[config.mk]
export PLATFORM = sky130hd
export DESIGN_NAME = mem_stage_flat
export DESIGN_NICKNAME = d
export VERILOG_FILES = /design/src/rtl/mem_stage_if.sv /design/src/rtl/mem_stage.sv /design/src/flat_wrapper.sv
export SDC_FILE = /design/constraint.sdc
export NUM_CORES = 1
export LEC_CHECK = 0
export BUFFER_PORTS_ARGS = -buffer_cell sky130_fd_sc_hd__buf_2
export CAP_MARGIN = 10
export CORE_UTILIZATION = 36
export CTS_BUF_LIST = sky130_fd_sc_hd__clkbuf_16
export DETAILED_ROUTE_END_ITERATION = 12
export GPL_TIMING_DRIVEN = 0
export PLACE_DENSITY = 0.63
export REMOVE_ABC_BUFFERS = 1
export SYNTH_ARGS = -nofsm -noshare
export SYNTH_HDL_FRONTEND = slang
export SYNTH_SLANG_ARGS = --single-unit
[constraint.sdc]
create_clock -name clk -period 2.9 [get_ports clk]
set_input_delay 0.145 -clock clk [delete_from_list [all_inputs] [get_ports clk]]
set_output_delay 0.145 -clock clk [all_outputs]
set_load 0.03 [all_outputs]
[src/rtl/mem_stage_if.sv]
// MEM stage handshake/bus bundle: EXE->MEM entry, Data RAM read word,
// MEM->WB result and bypass bus.
interface mem_stage_if;
  logic [79:0] EXE_to_MEM_bus;
  logic        EXE_to_MEM_valid;
  logic        MEM_allow_in;
  logic [31:0] data_ram_r_data;
  logic        WB_allow_in;
  logic        MEM_to_WB_valid;
  logic [69:0] MEM_to_WB_bus;
  logic [39:0] MEM_to_BY_bus;

  modport master (
    output EXE_to_MEM_bus,
    output EXE_to_MEM_valid,
    output data_ram_r_data,
    output WB_allow_in,
    input  MEM_allow_in,
    input  MEM_to_WB_valid,
    input  MEM_to_WB_bus,
    input  MEM_to_BY_bus
  );

  modport slave (
    input  EXE_to_MEM_bus,
    input  EXE_to_MEM_valid,
    input  data_ram_r_data,
    input  WB_allow_in,
    output MEM_allow_in,
    output MEM_to_WB_valid,
    output MEM_to_WB_bus,
    output MEM_to_BY_bus
  );
endinterface

[src/rtl/mem_stage.sv]
// MEM pipeline stage: load wait/hold buffer, lane select and extend.
// MEM_LOAD_SIGN_EXT_EN selects sign- instead of zero-extension.
module mem_stage #(
  parameter int LOAD_LATENCY = 1
) (
  input  logic      clk,
  input  logic      reset,
  mem_stage_if.slave m
);
  localparam logic [1:0] LastCnt = 2'(LOAD_LATENCY - 1);

  logic        r_valid;
  logic [79:0] r_stage;
  logic [31:0] r_hold_data;
  logic        r_held;
  logic [1:0]  r_cnt;

  logic [1:0]  w_vs;
  logic        w_rf_w_en;
  logic        w_is_load;
  logic [1:0]  w_ram_wd;
  logic [3:0]  w_b_en;
  logic [4:0]  w_addr;
  logic [31:0] w_alu;
  logic [31:0] w_pc;
  logic        w_unused;

  assign w_unused  = r_stage[79];
  assign w_vs      = r_stage[78:77];
  assign w_rf_w_en = r_stage[76];
  assign w_is_load = r_stage[75];
  assign w_ram_wd  = r_stage[74:73];
  assign w_b_en    = r_stage[72:69];
  assign w_addr    = r_stage[68:64];
  assign w_alu     = r_stage[63:32];
  assign w_pc      = r_stage[31:0];

  logic w_data_ok;
  logic w_ready_go;
  logic w_allow_in;
  logic w_to_wb_valid;
  logic w_load_stage;
  logic w_wait;
  logic w_last;
  logic w_exit;

  assign w_last        = (r_cnt == LastCnt);
  assign w_data_ok     = r_held | w_last;
  assign w_ready_go    = ~w_is_load | w_data_ok;
  assign w_allow_in    = ~r_valid
                       | (w_ready_go & m.WB_allow_in);
  assign w_to_wb_valid = r_valid & w_ready_go;
  assign w_load_stage  = m.EXE_to_MEM_valid & w_allow_in;
  assign w_wait        = r_valid & w_is_load & ~r_held;
  assign w_exit        = w_to_wb_valid & m.WB_allow_in;

  always_ff @(posedge clk or posedge reset) begin
    if (reset) begin
      r_valid     <= 1'b0;
      r_stage     <= '0;
      r_hold_data <= '0;
      r_held      <= 1'b0;
      r_cnt       <= '0;
    end else begin
      if (w_allow_in) r_valid <= m.EXE_to_MEM_valid;
      if (w_load_stage) begin
        r_stage <= m.EXE_to_MEM_bus;
        r_cnt   <= '0;
        r_held  <= 1'b0;
      end else begin
        if (w_wait && r_cnt < LastCnt)
          r_cnt <= r_cnt + 2'd1;
        // Leaving WB wins over capture so no stale hold survives
        if (w_exit) begin
          r_held <= 1'b0;
        end else if (w_wait && w_last) begin
          r_hold_data <= m.data_ram_r_data;
          r_held      <= 1'b1;
        end
      end
    end
  end

  logic [31:0] w_raw;
  logic [7:0]  w_byte;
  logic [15:0] w_half;
  logic [31:0] w_lane;

  assign w_raw = r_held ? r_hold_data : m.data_ram_r_data;

  always_comb begin
    w_byte = w_raw[7:0];
    w_half = w_raw[15:0];
    case (w_b_en)
      4'b0010: w_byte = w_raw[15:8];
      4'b0100: w_byte = w_raw[23:16];
      4'b1000: w_byte = w_raw[31:24];
      default: w_byte = w_raw[7:0];
    endcase
    if (w_b_en == 4'b1100) w_half = w_raw[31:16];
  end

  always_comb begin
    w_lane = w_raw;
    case (1'b1)
`ifdef MEM_LOAD_SIGN_EXT_EN
      w_ram_wd[1]: w_lane = {{24{w_byte[7]}}, w_byte};
      w_ram_wd[0]: w_lane = {{16{w_half[15]}}, w_half};
`else
      w_ram_wd[1]: w_lane = {24'd0, w_byte};
      w_ram_wd[0]: w_lane = {16'd0, w_half};
`endif
      default:     w_lane = w_raw;
    endcase
  end

  logic [31:0] w_rf_w_value;
  logic        w_by_valid;

  assign w_rf_w_value = w_is_load ? w_lane : w_alu;
  assign w_by_valid   = w_to_wb_valid & (w_vs[0] | w_vs[1]);

  assign m.MEM_allow_in    = w_allow_in;
  assign m.MEM_to_WB_valid = w_to_wb_valid;
  assign m.MEM_to_WB_bus   = {w_rf_w_en, w_addr,
                              w_rf_w_value, w_pc};
  assign m.MEM_to_BY_bus   = {w_addr, w_rf_w_value,
                              w_by_valid, r_valid, w_rf_w_en};
endmodule
[src/flat_wrapper.sv]
// flat-port wrapper written by rule: the top's interface ports become plain ports
module mem_stage_flat 
#(
  parameter int LOAD_LATENCY = 1
)
  (clk, reset, m_EXE_to_MEM_bus, m_EXE_to_MEM_valid, m_data_ram_r_data, m_WB_allow_in, m_MEM_allow_in, m_MEM_to_WB_valid, m_MEM_to_WB_bus, m_MEM_to_BY_bus);
  mem_stage_if m_i ();
  input  logic clk;
  input  logic reset;
  input wire logic [$bits(m_i.EXE_to_MEM_bus)-1:0] m_EXE_to_MEM_bus;
  input wire logic [$bits(m_i.EXE_to_MEM_valid)-1:0] m_EXE_to_MEM_valid;
  input wire logic [$bits(m_i.data_ram_r_data)-1:0] m_data_ram_r_data;
  input wire logic [$bits(m_i.WB_allow_in)-1:0] m_WB_allow_in;
  output wire logic [$bits(m_i.MEM_allow_in)-1:0] m_MEM_allow_in;
  output wire logic [$bits(m_i.MEM_to_WB_valid)-1:0] m_MEM_to_WB_valid;
  output wire logic [$bits(m_i.MEM_to_WB_bus)-1:0] m_MEM_to_WB_bus;
  output wire logic [$bits(m_i.MEM_to_BY_bus)-1:0] m_MEM_to_BY_bus;
  assign m_i.EXE_to_MEM_bus = m_EXE_to_MEM_bus;
  assign m_i.EXE_to_MEM_valid = m_EXE_to_MEM_valid;
  assign m_i.data_ram_r_data = m_data_ram_r_data;
  assign m_i.WB_allow_in = m_WB_allow_in;
  assign m_MEM_allow_in = m_i.MEM_allow_in;
  assign m_MEM_to_WB_valid = m_i.MEM_to_WB_valid;
  assign m_MEM_to_WB_bus = m_i.MEM_to_WB_bus;
  assign m_MEM_to_BY_bus = m_i.MEM_to_BY_bus;
  mem_stage #(.LOAD_LATENCY(LOAD_LATENCY)) u_core (.clk(clk), .reset(reset), .m(m_i));
endmodule
After elaboration in Yosys (flattened, before gate mapping)
Cells that the tools add are included.
{"block": "word_totals", "elab_cells": 44, "ff_bits": 115, "out_inout_bits": 112, "inputBits": 116}
{"block": "op_classes", "eq_ne": 4, "n_lt_le_gt_ge": 1, "n_bitwise": 16, "reduce_logical": 6, "n_mux": 11, "addsub": 1}
{"operator": "$mux W32", "n": 4}
{"operator": "$pmux W8 S3", "n": 1}
{"operator": "$mux W16", "n": 1}
{"operator": "$eq A4 B4 Y1 const B", "n": 2}
{"operator": "$and A1 B1 Y1", "n": 7}
{"operator": "$not A1 Y1", "n": 5}
{"operator": "$eq A4 B2 Y1 const B", "n": 1}
{"operator": "$eq A4 B3 Y1 const B", "n": 1}
{"operator": "$mux W2", "n": 2}
{"operator": "$or A1 B1 Y1", "n": 4}
{"operator": "$mux W1", "n": 3}
{"operator": "$reduce_and A3 Y1", "n": 1}
{"operator": "$reduce_bool A3 Y1", "n": 1}
{"operator": "$add A2 B1 Y2 const B", "n": 1}
{"operator": "$logic_and A1 B1 Y1", "n": 2}
{"operator": "$logic_not A2 Y1", "n": 1}
{"operator": "$lt A2 B1 Y1 const B", "n": 1}
{"operator": "$reduce_bool A2 Y1", "n": 1}

Logic depth before layout (Yosys ltp)
{"block": "logic_depth", "word_depth": 8, "depth_mapped": 7, "mapped_depth_nobuf": 4}

Worst setup path before layout
Ideal clock, no wire load.
{"block": "synth_timing", "path_type": "reg-to-output", "from": "reg u_core.r_stage[69]", "to": "out m_MEM_to_WB_bus[38]", "stages_incl_launch_ff": 8, "arrival_ns": 2.322, "required_time_ns": 2.755, "setup_slack_ns": 0.433, "path_buffers": 3, "cell_sequence": "dfrtp_1 or4b_1 buf_2 buf_1 o22ai_1 o311ai_1 a21oi_1 buf_4"}
{"block": "synth_between", "elab_chain_cells": 5, "word_cells_on_any_way": 9, "cone_classes": "4 x eq/ne; 5 x mux"}
{"item": "from (decl)", "line_no": "mem_stage.sv:13", "text": "logic [79:0] r_stage;"}
{"item": "from (signal assigned)", "line_no": "mem_stage.sv:67", "text": "r_stage <= m.EXE_to_MEM_bus;"}
{"item": "$eq A4 B4 Y1", "line_no": "mem_stage.sv:100", "text": "if (w_b_en == 4'b1100) w_half = w_raw[31:16];"}
{"item": "$mux W16", "line_no": "mem_stage.sv:100"}
{"item": "$mux W32", "line_no": "mem_stage.sv:105", "text": "case (1'b1)"}
{"item": "$mux W32 *", "line_no": "mem_stage.sv:105"}
{"item": "$mux W32 *", "line_no": "mem_stage.sv:120", "text": "assign w_rf_w_value = w_is_load ? w_lane : w_alu;"}
{"item": "to (decl)", "line_no": "flat_wrapper.sv:16", "text": "output wire logic [$bits(m_i.MEM_to_WB_bus)-1:0] m_MEM_to_WB_bus;"}
Mark *: on every way between the ends. The rest lies on a longest branch, timed or not.

Worst setup path in the final report
{"block": "layout_timing", "from": "reg u_core.r_stage[69]", "to": "out m_MEM_to_WB_bus[44]"}
{"block": "layout_between", "elab_chain_cells": 5}
{"item": "$eq A4 B4 Y1", "line_no": "mem_stage.sv:100"}
{"item": "$mux W16", "line_no": "mem_stage.sv:100"}
{"item": "$mux W32 (2 in a row)", "line_no": "mem_stage.sv:105"}
{"item": "$mux W32", "line_no": "mem_stage.sv:120"}
Every way passes these cells.

==> results_dict.tcl <==
set metrics [dict create \
    wl_per_cell_um 16.9 \
    grt_pass1_vias 5023 \
    grt_pass1_wl_mm 25.5 \
    slew_violations 0 \
    drtIter0Drc 177 \
    synth.area.top_cells "dfrtp_1 (47%), mux2_2 (21%), buf_4 (9.8%), mux2i_1 (5.4%), o2bb2ai_1 (2.3%)" \
    synth.most_common_cell "dfrtp_1" \
    dp_slack_ps -534 \
    path_class "reg2out" \
    ys_types 30 \
    holdCritPathClass "in2reg" \
    gp_congestion 0.825 \
    synthesis.instances 501 \
    via_per_inst 4.92 \
    place_inst 836 \
    period_needed_ps 2760 \
    io_buffers 226 \
    synth.top_cell.area_share_pct 47.4 \
    rows 46 \
    synth_seq_area_share_pct 47.4 \
    worst_slack_ps 143 \
    drc 0 \
    clk_latency_ps 420 \
    initial_core_util_pct 37.2 \
    relSlewSlack_pct 44.7 \
    worstPathArrival_ps 2610 \
    grt_max_degree 65 \
    synth_area_leader_cell "dfrtp_1" \
    antenna_found_initial 0 \
    synth_ff_type "dfrtp_1" \
    ff_latch_area_um2 2830 \
    ys_seq_elements 113 \
    ys_warn_count 0 \
    fillerInstances 1352 \
    cp.required_ps 2760 \
    netlist_area_um2 5970 \
    leakage_nw 3.86 \
    drt-total-wl_mm 16.5 \
    power_density_nw_per_um2 717 \
    die_w_um 131 \
    diodes 0 \
    final_util_pct 52.5 \
    status "finished, final reports clean" \
    dr.pass1.iters 5 \
    synth_common_cells "dfrtp_1 (113), mux2_2 (111), buf_4 (78)" \
    vias 4812 \
    postCtsSetupRepairBufs 0 \
    placed_cell_area_um2 6760 \
    multi_input_area_um2 2430 \
    setup_viol 0 \
    floorplan.die_area_um2 17100 \
    grtUsageTotal_pct 19.9 \
    ant_nets 0 \
    numCtsBuffers 17 \
    async_flop_share_pct 100 \
    ios 228 \
    die-height_um 131 \
    clock-root-buffer "clkbuf_16" \
    worst_slew_pin_slew_ps 827 \
    coreArea_um2 16100 \
    cts_tree "done" \
    drv_cap 0 \
    synth_edf_count 0 \
    peakVddDrop_mv 0.347 \
    nets 868 \
    fmax_mhz 363 \
    total_power_mw 6.04 \
    area_growth_pct 41.2 \
    fin_crit_sh_pct 95.1 \
    cp-end-kind "output port" \
    gr-total-overflow 0 \
    fin_worst_skew_ps 8.06 \
    cts.htree.levels 4 \
    drive_above_1_share_pct 49.5 \
    syn_area_per_cell_um2 11.9 \
    fin_tns_setup_ps 0 \
    start_kind "flip-flop" \
    hold_ws_ps 238 \
    design_area_um2 8430 \
    final-hold-violation-count 0 \
    cts_num_sinks 113 \
    clockBufferDepth 2 \
    fin_cells 979 \
    dp_hpwl_mm 11.0 \
    rsz0062_at_grt "false" \
    path_clk_slew_ps 50 \
    crit_fanout 17 \
]
[state kept, by name, indices dropped and copies added, names as in the netlist]
register,count
u_core.r_stage,79
u_core.r_valid,1
u_core.r_hold_data,32
u_core.r_held,1
[power by group]
part / switching [mW] / internal [mW] / total (mW)
clock: 0.696 / 1.13 / 1.83
combinational: 1.26 / 0.835 / 2.09
sequential: 0.208 / 1.91 / 2.12
total: 2.16 / 3.88 / 6.04
[critical path: stages (launching register included)]
cell and delay [ps]:
dfrtp_1 440, nor3b_4 710, nand2_1 420, nand2_1 170
a32o_1 230, buf_2 220
[logic make-up after synthesis]
group	after synthesis	synth area share, %
mux	143	26.3
buf+inv	114	12.5
simple gates	64	5.64
compound gates	67	8.18
flops	113	47.4
[final cells by class]
class | instances | share of cell area (%)
clock buffer | 17 | 5.05
clock inverter | 13 | 0.995
inverter | 3 | 0.223
multi-input combinational | 274 | 28.9
sequential | 113 | 33.6
tap | 216 | 3.21
timing repair buffer | 343 | 28.1
[layout by cell type (no fill, tap or decap), drive strengths merged, types with 3 or more instances in the layout]
| cell | netlist | final |
|---|---|---|
| a21oi | 8 | 8 |
| a31oi | 8 | 8 |
| a32o | 8 | 8 |
| buf | 100 | 230 |
| clkbuf | 11 | 17 |
| clkinv | 1 | 9 |
| dfrtp | 113 | 113 |
| dlygate4sd3 | 0 | 113 |
| inv | 2 | 6 |
| mux2 | 111 | 111 |
| mux2i | 32 | 32 |
| nand2 | 12 | 12 |
| nand3 | 16 | 16 |
| nand4 | 8 | 8 |
| nor2 | 17 | 17 |
| o21ai | 10 | 10 |
| o22ai | 8 | 8 |
| o2bb2ai | 16 | 16 |
| o311ai | 8 | 8 |
| or4b | 3 | 3 |
[what timing repair did]
| action | in CTS | in global routing |
|---|---|---|
| setup endpoints to repair | 96 | 34 |
| endpoints found under the hold margin | 161 | 0 |
| hold buffers | 113 | 0 |
| gates resized for setup | 7 | 2 |
[final timing paths]
path,startpoint,slack (ps),depth (start not counted),endpoint
max,u_core.r_stage[69]$_DFFE_PP0P_,140,5,m_MEM_to_WB_bus[44]
min,m_WB_allow_in,240,3,u_core.r_valid$_DFFE_PP0N_
max reg2reg,u_core.r_stage[75]$_DFFE_PP0P_,400,4,u_core.r_hold_data[22]$_DFFE_PP0P_
min reg2reg,u_core.r_stage[9]$_DFFE_PP0P_,500,1,u_core.r_stage[9]$_DFFE_PP0P_
max in group asynchronous,reset,1710,4,u_core.r_stage[52]$_DFFE_PP0P_
min in group asynchronous,reset,440,3,u_core.r_stage[10]$_DFFE_PP0P_
[routing by layer]
metal | vias up | GRT usage, % | wire length, µm
met5 | - | 0 | 0
met4 | 0 | 7.78 | 334
met3 | 24 | 6.19 | 1110
met2 | 221 | 34.3 | 8250
met1 | 2321 | 23.2 | 6830
li1 | 2246 | - | -
No activity file was read; power rests on OpenSTA's default activity.
